<file path="src/rtl/uart_pkg.sv">
// uart_pkg: shared receiver FSM state encoding and frame constants.
package uart_pkg;
    typedef enum logic [2:0] {IDLE, START, DATA, PARITY, STOP} uart_state_t;
    localparam int UART_DATA_BITS = 8;
endpackage

</file>
<file path="src/rtl/uart_rx_sampler_if.sv">
// uart_rx_sampler_if: serial line input and receive-side outputs of uart_rx_sampler.
// UART_RX_PARITY_EN adds the parity_err output.
interface uart_rx_sampler_if;
    logic rxd, shift_en, shift_bit, rx_valid, frame_err, busy;
    logic [7:0] rx_data;
`ifdef UART_RX_PARITY_EN
    logic parity_err;
    modport master(input rxd, output shift_en, shift_bit, rx_data, rx_valid, frame_err, busy, parity_err);
    modport slave(output rxd, input shift_en, shift_bit, rx_data, rx_valid, frame_err, busy, parity_err);
`else
    modport master(input rxd, output shift_en, shift_bit, rx_data, rx_valid, frame_err, busy);
    modport slave(output rxd, input shift_en, shift_bit, rx_data, rx_valid, frame_err, busy);
`endif
endinterface

</file>
<file path="src/rtl/uart_baud_tick.sv">
// uart_baud_tick: free-running oversample tick divider with synchronous phase restart.
module uart_baud_tick #(
    parameter int BAUD_DIV = 27
) (
    input  logic clk,
    input  logic clr,
    input  logic restart,
    output logic tick
);
    localparam int W = BAUD_DIV > 1 ? $clog2(BAUD_DIV) : 1;
    localparam logic [W-1:0] LAST = W'(BAUD_DIV - 1);
    logic [W-1:0] cnt;
    assign tick = cnt == LAST;
    always_ff @(posedge clk or posedge clr)
        if (clr) cnt <= '0;
        else cnt <= (restart || tick) ? '0 : cnt + 1'b1;
endmodule

</file>
<file path="src/rtl/uart_rx_sampler.sv">
// uart_rx_sampler: oversampling UART receive front-end feeding a downstream SIPO register.
// Define UART_RX_PARITY_EN for 8E1/8O1 frames with a parity_err output (8N1 otherwise).
module uart_rx_sampler
    import uart_pkg::*;
#(
    parameter int BAUD_DIV = 27,
    parameter int OVS      = 16,
    parameter int SYNC_LEN = 2
`ifdef UART_RX_PARITY_EN
    , parameter bit PARITY_ODD = 1'b0
`endif
) (
    input logic clk,
    input logic clr,
    uart_rx_sampler_if.master bus
);
    localparam int TW = $clog2(OVS);
    localparam logic [TW-1:0] HALF = TW'(OVS / 2 - 1);
    localparam logic [TW-1:0] FULL = TW'(OVS - 1);
    localparam logic [2:0] LAST_BIT = 3'(UART_DATA_BITS - 1);

    uart_state_t state;
    logic [SYNC_LEN-1:0] sync;
    logic line, line_d, tick, start, sample;
    logic [TW-1:0] tcnt;
    logic [2:0] bcnt;
    logic [UART_DATA_BITS-1:0] shreg;
`ifdef UART_RX_PARITY_EN
    logic par;
`endif

    assign line = sync[SYNC_LEN-1];
    assign start = state == IDLE && line_d && !line;
    // The start bit is resampled at half a bit; every later bit one full bit after that.
    assign sample = tick && tcnt == (state == START ? HALF : FULL);

    uart_baud_tick #(.BAUD_DIV(BAUD_DIV)) u_tick (
        .clk(clk),
        .clr(clr),
        .restart(start),
        .tick(tick)
    );

    always_ff @(posedge clk or posedge clr) begin
        if (clr) begin
            sync          <= '1;
            line_d        <= 1'b1;
            state         <= IDLE;
            tcnt          <= '0;
            bcnt          <= '0;
            shreg         <= '0;
            bus.shift_en  <= 1'b0;
            bus.shift_bit <= 1'b0;
            bus.rx_data   <= '0;
            bus.rx_valid  <= 1'b0;
            bus.frame_err <= 1'b0;
            bus.busy      <= 1'b0;
`ifdef UART_RX_PARITY_EN
            par            <= 1'b0;
            bus.parity_err <= 1'b0;
`endif
        end else begin
            sync          <= {sync[SYNC_LEN-2:0], bus.rxd};
            line_d        <= line;
            bus.shift_en  <= 1'b0;
            bus.rx_valid  <= 1'b0;
            bus.frame_err <= 1'b0;
`ifdef UART_RX_PARITY_EN
            bus.parity_err <= 1'b0;
`endif
            if (state != IDLE && tick) tcnt <= sample ? '0 : tcnt + 1'b1;
            case (state)
                IDLE: if (start) begin
                    state    <= START;
                    bus.busy <= 1'b1;
                    tcnt     <= '0;
                end
                START: if (sample) begin
                    state    <= line ? IDLE : DATA;
                    bus.busy <= !line;
                    bcnt     <= '0;
                end
                DATA: if (sample) begin
                    bus.shift_en  <= 1'b1;
                    bus.shift_bit <= line;
                    shreg         <= {line, shreg[UART_DATA_BITS-1:1]};
                    bcnt          <= bcnt + 1'b1;
`ifdef UART_RX_PARITY_EN
                    if (bcnt == LAST_BIT) state <= PARITY;
`else
                    if (bcnt == LAST_BIT) state <= STOP;
`endif
                end
`ifdef UART_RX_PARITY_EN
                PARITY: if (sample) begin
                    par   <= line;
                    state <= STOP;
                end
`endif
                STOP: if (sample) begin
                    if (line) bus.rx_data <= shreg;
                    bus.rx_valid  <= line;
                    bus.frame_err <= !line;
`ifdef UART_RX_PARITY_EN
                    bus.parity_err <= (^shreg ^ par) != PARITY_ODD;
`endif
                    state    <= IDLE;
                    bus.busy <= 1'b0;
                end
                default: state <= IDLE;
            endcase
        end
    end
endmodule

</file>
<file path="src/flat_wrapper.sv">
// flat-port wrapper written by rule: the top's interface ports become plain ports
module uart_rx_sampler_flat import uart_pkg::*;
#(
    parameter int BAUD_DIV = 27,
    parameter int OVS      = 16,
    parameter int SYNC_LEN = 2

)
  (clk, clr, bus_rxd, bus_shift_en, bus_shift_bit, bus_rx_data, bus_rx_valid, bus_frame_err, bus_busy);
  uart_rx_sampler_if bus_i ();
  input logic clk;
  input logic clr;
  input wire logic [$bits(bus_i.rxd)-1:0] bus_rxd;
  output wire logic [$bits(bus_i.shift_en)-1:0] bus_shift_en;
  output wire logic [$bits(bus_i.shift_bit)-1:0] bus_shift_bit;
  output wire logic [$bits(bus_i.rx_data)-1:0] bus_rx_data;
  output wire logic [$bits(bus_i.rx_valid)-1:0] bus_rx_valid;
  output wire logic [$bits(bus_i.frame_err)-1:0] bus_frame_err;
  output wire logic [$bits(bus_i.busy)-1:0] bus_busy;
  assign bus_i.rxd = bus_rxd;
  assign bus_shift_en = bus_i.shift_en;
  assign bus_shift_bit = bus_i.shift_bit;
  assign bus_rx_data = bus_i.rx_data;
  assign bus_rx_valid = bus_i.rx_valid;
  assign bus_frame_err = bus_i.frame_err;
  assign bus_busy = bus_i.busy;
  uart_rx_sampler #(.BAUD_DIV(BAUD_DIV), .OVS(OVS), .SYNC_LEN(SYNC_LEN)) u_core (.clk(clk), .clr(clr), .bus(bus_i));
endmodule
</file>
<file path="config.mk">
export PLATFORM = sky130hd
export DESIGN_NAME = uart_rx_sampler_flat
export DESIGN_NICKNAME = d
export VERILOG_FILES = /design/src/rtl/uart_pkg.sv /design/src/rtl/uart_rx_sampler_if.sv /design/src/rtl/uart_baud_tick.sv /design/src/rtl/uart_rx_sampler.sv /design/src/flat_wrapper.sv
export SDC_FILE = /design/constraint.sdc
export NUM_CORES = 1
export LEC_CHECK = 0
export ABC_CLOCK_PERIOD_IN_PS = 2100
export BUFFER_PORTS_ARGS = -buffer_cell sky130_fd_sc_hd__clkbuf_2
export CORE_MARGIN = 1.5
export CORE_UTILIZATION = 53
export CTS_CLUSTER_SIZE = 28
export DETAILED_ROUTE_END_ITERATION = 16
export PLACE_DENSITY = 0.74
export SYNTH_ARGS = -nofsm -noshare
export SYNTH_HDL_FRONTEND = slang
export SYNTH_HIERARCHICAL = 1
export SYNTH_SLANG_ARGS = --single-unit
</file>
<file path="constraint.sdc">
create_clock -name clk -period 2.1 [get_ports clk]
set_clock_uncertainty 0.1 [all_clocks]
set_input_delay 0.105 -clock clk [delete_from_list [all_inputs] [get_ports clk]]
set_output_delay 0.105 -clock clk [all_outputs]
set_load 0.05 [all_outputs]
</file>
==> flow_summary.ini, run 1 <==
[cts]
h-tree-depth = 2
insertion_delay_ps = 340
cts_sinks = 38
cts_tree = yes
clk_pin_slew_worst_paths_ps = 110
cts_made_buffers = 5
clockRootBuffer = clkbuf_4
clk_path_buf_depth = 2

[layout]
nNetsFinal = 187
diodes = 0
syn2layout_area_growth_pct = 15.5
num-fill-cells = 278
post_route_cells_drive_above_1_share_pct = 36.1

[detailed_routing]
drc = 0
wl_um = 3320
drt_iter0_drc = 52
first_pass_iters = 4
viasPerCell = 5.60
routedWlPerCell_um = 14.7
dr_total_vias = 1265
ant_nets = 0

[worst_setup_path]
worstPathMaxFanout = 9
path_cells = inv_1, ha_1, and4b_2, nand4_4, or3_4, buf_6, mux2_4
end_kind = flip-flop
critical-path-max-stage-delay_ps = 400
required_ps = 2230
cp_slowest_cell = dfrtp_1
arrival_ps = 2150
worstReg2RegStart = u_core/u_tick/cnt[0]
start_kind = flip-flop
reg2reg_slack_ps = 80
rr_worst_depth = 7
crit_type = reg2reg
critPathBufInv = 2
timing.rr.end = u_core/bus.rx_data[4]
crit_family = simple AND/OR/NAND/NOR gates

[synth]
async_reset_ff_share_pct = 100
syn_nets = 156
synth_top_area_share_pct = 46.8
synth_flop_cell = dfrtp_1
yosysMostFrequentCell = dfrtp_1
syn_area_um2 = 1870
synth_edf_count = 0
synthCells = 148
ys_types = 43
yosysWarnings = 6
syn_avg_cell_area_um2 = 12.6
synthTopCellsByArea = dfrtp_1 47%, mux2_4 6.4%, mux2_2 4.8%, dfstp_2 4.2%, ha_1 3.3%
synth-seq-cells = 38
yosysSeqAreaShare_pct = 51.0
yosys.area.top_type = dfrtp_1
synth_commonest_cells = 35 x dfrtp_1, 8 x mux2_2, 8 x mux2_4

[timing]
setup-violations-final = 0
rsz0062_at_grt = false
whs_ps = 103
period_share_pct = 96.1
min_period_ps = 2020
fin_ws_ps = 81.4
fmax_mhz = 495
hold_viol_final = 0
slew_headroom_pct = 59.9
worstMarginPinSlew_ps = 597
drv_slew = 0

[placement]
port_buffers = 15
gp_congestion = 0.852
post-place-ws_ps = 37.9
dp_hpwl_um = 2430

[global_route]
grt_pass1_wl_um = 5710
overflow = 0
met2_usage_pct = 28.2
grt_max_degree = 34
grt_use_met1_pct = 26.5
grt.met3_usage_pct = 3.96
grt_pass1_vias = 1250
grt_antenna_before_repair = 0
grt_busiest_layer = met2
gr-usage-all-layers_pct = 18.8

[floorplan]
initial_core_util_pct = 55.6
core-area_um2 = 3360
die_w_um = 62.4
die_area_um2 = 3900
die_h_um = 62.4
io_pins = 16
rows = 21

[power_and_ir_drop]
cellPowerDensity_nw_per_um2 = 702
leakagePower_nw = 1.06
ir_worst_vdd_v = 0.000432

[job]
maxCapViolations = 0

[worst_hold_path]
min_path_type = in2async

[outcome]
status = finished clean
## flip-flops by register name (all words and copies together), names as in the netlist
| signal | count |
|---|---|
| u_core/sync | 2 |
| u_core/bcnt | 3 |
| u_core/bus.rx_valid | 1 |
| u_core/bus.busy | 1 |
| u_core/shreg | 7 |
| u_core/bus.shift_en | 1 |
| u_core/u_tick/cnt | 5 |
| u_core/tcnt | 4 |
| u_core/bus.frame_err | 1 |
| u_core/line_d | 1 |
| u_core/bus.shift_bit | 1 |
| u_core/bus.rx_data | 8 |
| u_core/state | 3 |
## kinds of logic (layout without fill, tap and decap cells)
group	after synthesis	in the layout	synth area share, %
flops	38	38	51.0
xor+xnor	2	2	0.937
mux	18	18	12.3
simple gates	46	46	17.5
compound gates	25	25	9.36
buf+inv	14	46	5.49
fa+ha+maj	5	5	3.34
## power by group
group	switching (mW)	internal, mW
sequential	0.0559	0.788
combinational	0.146	0.130
clock	0.235	0.161
## metal layers
metal | routed length (um) | part of all wire (%)
met5 | 0 | 0
met4 | 56 | 1.7
met3 | 112 | 3.4
met2 | 1550 | 47
met1 | 1590 | 48
## how the worst max path moves through the flow
stage | start | endpoint | slack (ps) | cells after the start
floorplan | u_core/u_tick/cnt[0] | u_core/bus.rx_data[0] | -90 | 9
global placement | u_core/u_tick/cnt[0] | u_core/bus.rx_data[4] | 110 | 7
detailed placement | u_core/u_tick/cnt[0] | u_core/state[1] | 40 | 9
CTS | u_core/u_tick/cnt[0] | u_core/state[1] | 20 | 9
global route | u_core/u_tick/cnt[0] | u_core/state[1] | 8 | 9
finish | u_core/u_tick/cnt[0] | u_core/bus.rx_data[4] | 80 | 7
## layout by cell type (no fill, tap or decap), types with 2 or more instances in the layout
cell type,instances
dfrtp_1,35
o31ai_1,2
dlygate4sd3_1,2
nor3_1,6
nand3_1,6
buf_6,2
nand2_1,6
nand4b_1,2
dfstp_2,3
buf_4,13
and4_1,2
o21bai_1,2
clkbuf_4,5
clkbuf_2,15
a21o_1,3
ha_1,5
a21oi_1,6
o211ai_1,2
inv_1,5
nor2_1,6
mux2i_1,2
o21ai_0,3
nor4_4,2
mux2_4,11
nor3b_1,5
mux2_2,5
## timing repair
action                                  CTS  global route
hold buffers                              2             0
buffers inserted                          0             2
hold endpoints to repair                 36             0
endpoints found under the setup margin    0            10
resized for setup                         0             4
## stage by stage
stage	setup TNS (ps)	instance area [um^2]	total power, mW	instances	utilization (%)
detailed placement	0	2050	1.13	214	60.9
floorplan	-1330	1880	1.05	148	-
global placement	0	2050	1.11	214	60.9
global route	0	2160	1.61	226	64.2
finish	0	2160	1.52	226	64.2
CTS	0	2130	1.54	224	63.4
## worst register-to-register path: stages (launching register included)
cell and delay [ps]:
dfrtp_1 400, inv_1 70, ha_1 130, and4b_2 290
nand4_4 120, or3_4 360, buf_6 160, mux2_4 300
## cell type report
cell class / count / area, um^2 / area share, %
clock buffer: 6 / 51.3 / 2.37
clock inverter: 2 / 12.5 / 0.579
inverter: 5 / 18.8 / 0.869
multi-input combinational: 96 / 831 / 38.4
sequential: 38 / 955 / 44.2
tap: 46 / 57.6 / 2.66
timing repair buffer: 33 / 235 / 10.9
No activity file was read; power rests on OpenSTA's default activity.
==> run 2: changes to the inputs <==
CORE_UTILIZATION = 52   (was 53)
PLACE_DENSITY = 0.73   (was 0.74)
SETUP_SLACK_MARGIN = 0.1   (was not set)
SYNTH_HIERARCHICAL = not set   (was 1)
==> run 2 against run 1 <==
Effect of this change: clock power rose by 28%; combinational power rose by 77%; area after synthesis is 4.7% lower; global-route usage hardly changed; non-clock buffer count decreased by 4; core utilization rose by 0.57 points; largest power group unchanged.
==> flow_summary.ini, run 2 <==
[cts]
clockRootBuffer = clkbuf_4
h-tree-depth = 2
cts_tree = yes
clk_path_buf_depth = 2
cts_sinks = 38
clk_pin_slew_worst_paths_ps = 110
cts_made_buffers = 5
insertion_delay_ps = 340

[floorplan]
die_h_um = 61.5
initial_core_util_pct = 53.8
die_w_um = 61.5
rows = 21
core-area_um2 = 3310
io_pins = 16
die_area_um2 = 3790

[synth]
syn_avg_cell_area_um2 = 13.1
yosys.area.top_type = dfrtp_1
ys_types = 39
yosysWarnings = 0
synth_edf_count = 0
yosysSeqAreaShare_pct = 53.6
syn_nets = 144
synth_top_area_share_pct = 49.2
syn_area_um2 = 1780
yosysMostFrequentCell = dfrtp_1
synth-seq-cells = 38
synth_flop_cell = dfrtp_1
synth_commonest_cells = 35 x dfrtp_1, 13 x mux2_4, 10 x nand2_1
async_reset_ff_share_pct = 100
synthCells = 136
synthTopCellsByArea = dfrtp_1 49%, mux2_4 11%, dfstp_2 4.4%, ha_1 3.5%, mux2i_1 2.2%

[outcome]
status = finished clean

[worst_setup_path]
critical-path-max-stage-delay_ps = 440
rr_worst_depth = 5
path_cells = or3b_4, xnor2_4, nor3_4, buf_12, mux2_2
worstPathMaxFanout = 13
timing.rr.end = u_core.shreg[4]
crit_type = reg2reg
cp_slowest_cell = or3b_4
start_kind = flip-flop
worstReg2RegStart = u_core.state[0]
reg2reg_slack_ps = 120
arrival_ps = 2120
required_ps = 2240
end_kind = flip-flop

[global_route]
grt_max_degree = 39
grt_antenna_before_repair = 0
grt_pass1_vias = 1123
gr-usage-all-layers_pct = 18.8
grt_pass1_wl_um = 5030
overflow = 0

[timing]
min_period_ps = 1980
fin_setup_tns_ps = 0
drv_slew = 0
hold_viol_final = 0
period_share_pct = 94.2
rsz0062_at_grt = true
slew_headroom_pct = 69.7
setup-violations-final = 0
worstMarginPinSlew_ps = 454
fmax_mhz = 506

[placement]
gp_congestion = 0.904
dp_hpwl_um = 2070
port_buffers = 15

[worst_hold_path]
hold_depth = 0
min_to = u_core.sync[1]
min_path_type = reg2reg
hp-start = u_core.sync[0]

[layout]
nNetsFinal = 177
top_regs = u_core.bus.rx_data (8), u_core.shreg (8), u_core.u_tick.cnt (5)
syn2layout_area_growth_pct = 20.4
final_common_cell = dfrtp_1
post_route_cells_drive_above_1_share_pct = 40.0
final_cell_mix = 34 x dfrtp_1, 15 x clkbuf_2, 13 x mux2_4
diodes = 0

[power_and_ir_drop]
leakagePower_nw = 1.01
design_power_total_mw = 1.89
ir_worst_vdd_v = 0.000556
cellPowerDensity_nw_per_um2 = 882

[detailed_routing]
drt_iter0_drc = 43
wl_um = 3050
first_pass_iters = 5
routedWlPerCell_um = 14.1
dr_total_vias = 1151
ant_nets = 0
viasPerCell = 5.33
drc = 0

[job]
maxCapViolations = 0
-- run 2: worst max-delay path, delay by kind of cell, from the launching register on --
kind	cells	cell delay [ps]
buffers and inverters	1	170
and+or+nand+nor	2	670
xor gates and xnor gates	1	170
DFF	1	430
muxes	1	340
-- run 2: timing repair --
item,4_1_cts,5_1_grt
setup buffers,2,3
pin swaps,2,6
cloned,0,0
endpoints found under the hold margin,36,0
gates resized for setup,1,7
hold buffers,2,0
endpoints found under the setup margin,13,20
-- run 2: cell type report --
type	instances	area, um^2
fill	267	1160
sequential	38	956
multi-input combinational	88	797
timing repair buffer	29	210
tap	46	57.6
clock buffer	7	55.1
inverter	7	40.0
clock inverter	1	30.0
-- run 2: stage by stage --
step,hold slack (ps),instance area [um^2],worst slack (ps),util (%),instances
2_1_floorplan,9.48,1780,112,-,136
6_report,263,2150,122,64.8,216
5_1_grt,272,2150,67.6,64.8,216
4_1_cts,264,2090,101,63.2,213
3_3_place_gp,95.9,1970,120,59.4,201
3_5_place_dp,95.5,1970,51.4,59.4,201
-- run 2: report_power, final --
group	internal [mW]	leakage (nW)	switching, mW
sequential	0.816	0.506	0.0806
combinational	0.222	0.459	0.266
clock	0.284	0.0455	0.222
-- run 2: how the worst max path moves through the flow --
stage | startpoint | slack [ps] | cells after the start | to
finish | u_core.state[0] | 120 | 5 | u_core.shreg[4]
global route | u_core.state[0] | 70 | 5 | u_core.shreg[4]
CTS | u_core.state[0] | 100 | 5 | u_core.shreg[4]
detailed placement | u_core.u_tick.cnt[0] | 50 | 7 | u_core.shreg[4]
global placement | u_core.u_tick.cnt[0] | 120 | 7 | u_core.shreg[4]
floorplan | u_core.u_tick.cnt[0] | 110 | 6 | u_core.bus.rx_data[0]
-- run 2: logic make-up (layout without fill, tap and decap cells) --
| family | count (synthesis) | after routing | synth area share (%) |
|---|---|---|---|
| AOI/OAI and AO/OA | 13 | 13 | 5.06 |
| xor gates and xnor gates | 4 | 4 | 3.02 |
| adders and majority gates | 5 | 5 | 3.51 |
| buffers and inverters | 10 | 44 | 3.72 |
| DFF | 38 | 38 | 53.6 |
| muxes | 20 | 20 | 15.1 |
| and+or+nand+nor | 46 | 46 | 16.0 |
-- run 2: layer usage --
metal | share of wire, % | global-route usage [%] | wire (um) | vias to the layer above
li1 | - | - | - | 548
met5 | 0 | 0 | 0 | -
met3 | 4.6 | 7.14 | 140 | 9
met2 | 50 | 29.9 | 1520 | 35
met4 | 3.1 | 11.2 | 95 | 0
met1 | 42 | 21.4 | 1290 | 559
==> run 3: changes to the inputs <==
CORE_MARGIN = 2   (was 1.5)
CORE_UTILIZATION = 55   (was 52)
CTS_BUF_LIST = sky130_fd_sc_hd__clkbuf_4   (was not set)
PLACE_DENSITY = 0.77   (was 0.73)
==> run 3 against run 2 <==
Effect of this change: sequential cell count is the same; combinational power shrank 0.8%; clock power shrank 7.1%; sequential share of layout area grew 0.60 points; global-route usage grew 1.3 points.
==> flow_summary.ini, run 3 (same netlist as run 2, synthesis figures left out) <==
[timing]
worstMarginPinSlew_ps = 465
drv_slew = 0
setup-violations-final = 0
min_period_ps = 1970
fin_ws_ps = 126
hold_viol_final = 0
fmax_mhz = 507
fin_setup_tns_ps = 0
period_share_pct = 94.0
rsz0062_at_grt = true
slew_headroom_pct = 69.0

[floorplan]
initial_core_util_pct = 57.9
core-area_um2 = 3080
io_pins = 16
rows = 20
die_w_um = 60.9
die_area_um2 = 3710
die_h_um = 60.9

[global_route]
grt_pass1_wl_um = 5330
gr-usage-all-layers_pct = 20.1
grt_pass1_vias = 1112
grt_max_degree = 39
overflow = 0
grt_antenna_before_repair = 0

[detailed_routing]
first_pass_iters = 4
routedWlPerCell_um = 14.9
dr_total_vias = 1165
drt_iter0_drc = 44
viasPerCell = 5.47
ant_nets = 0
drc = 0
wl_um = 3180

[cts]
clk_path_buf_depth = 2
cts_tree = yes
clockRootBuffer = clkbuf_4
cts_sinks = 38
insertion_delay_ps = 340
cts_made_buffers = 5
clk_pin_slew_worst_paths_ps = 100
h-tree-depth = 2

[worst_setup_path]
worstPathMaxFanout = 8
critical-path-max-stage-delay_ps = 420
end_kind = flip-flop
arrival_ps = 2100
start_kind = flip-flop
cp_slowest_cell = dfrtp_1
path_cells = inv_1, ha_1, and4b_2, nand3_4, nor3_4, buf_12, mux2_4
required_ps = 2230
crit_type = reg2reg

[layout]
syn2layout_area_growth_pct = 18.7
final_common_cell = dfrtp_1
nNetsFinal = 177
top_regs = u_core.bus.rx_data (8), u_core.shreg (8), u_core.u_tick.cnt (5)
diodes = 0
post_route_cells_drive_above_1_share_pct = 36.7
final_cell_mix = 35 x dfrtp_1, 15 x clkbuf_2, 13 x mux2_4

[worst_hold_path]
min_path_type = reg2reg

[job]
maxCapViolations = 0

[placement]
post-place-ws_ps = 48.7
dp_hpwl_um = 2130
gp_congestion = 0.824
port_buffers = 15

[power_and_ir_drop]
ir_worst_vdd_v = 0.000640
leakagePower_nw = 1.00
cellPowerDensity_nw_per_um2 = 870

[outcome]
status = finished clean
## run 3: cell count changes in the layout (fill, tap and decap cells not counted), sizes merged
| cell | delta |
|---|---|
| clkbuf | -2 |
| clkinv | +1 |
## run 3: report_power, final
part           switching, mW  leakage [nW]  total (mW)  internal [mW]
Clock                  0.229        0.0387       0.470          0.241
Sequential            0.0702         0.507       0.884          0.814
Combinational          0.280         0.457       0.485          0.205
## run 3: metrics by stage
step | power, mW | cell area, um^2 | util, % | hold WS, ps | std cells
after CTS | 1.83 | 2080 | 67.7 | 265 | 211
after global placement | 1.33 | 1970 | 64.0 | 94.6 | 200
after global routing | 1.95 | 2110 | 68.7 | 271 | 213
final | 1.84 | 2110 | 68.7 | 264 | 213
after floorplan | 1.22 | 1780 | - | 9.48 | 136
after detailed placement | 1.35 | 1970 | 64.0 | 97.0 | 200
## run 3: critical path: cells and delay by family (launching register included)
kind	cells	cell delay [ps]
simple gates	3	660
flops	1	420
mux	1	300
buf+inv	2	240
fa+ha+maj	1	150
## run 3: worst paths after layout
kind,to,slack (ps),cells past startpoint,start
min reg2reg,u_core.sync[1],260,0,u_core.sync[0]
max,u_core.bus.rx_data[2],130,7,u_core.u_tick.cnt[0]
min in group asynchronous,u_core.shreg[0],300,4,clr
max in group asynchronous,u_core.line_d,1230,4,clr
max reg2reg,u_core.bus.rx_data[2],130,7,u_core.u_tick.cnt[0]
min,u_core.sync[1],260,0,u_core.sync[0]
## run 3: repair_timing
item,4_1_cts,5_1_grt
pin swaps,1,2
hold endpoints to repair,36,0
endpoints found under the setup margin,9,20
setup buffers,2,2
resized for setup,1,2
hold buffers,2,0
## run 3: layout make-up
cell class | count | area [um^2]
Fill cell | 208 | 963
Sequential cell | 38 | 955
Multi-Input combinational cell | 88 | 783
Timing Repair Buffer | 29 | 210
Tap cell | 44 | 55.1
Inverter | 7 | 40.0
Clock buffer | 5 | 37.5
Clock inverter | 2 | 33.8
## run 3: metal layers
layer	up-vias	part of all wire, %	track usage (%)
met5	-	0	0
met4	0	1.8	7.45
met3	10	4.2	6.61
met2	35	48	30.4
met1	573	46	27.1
li1	547	-	-
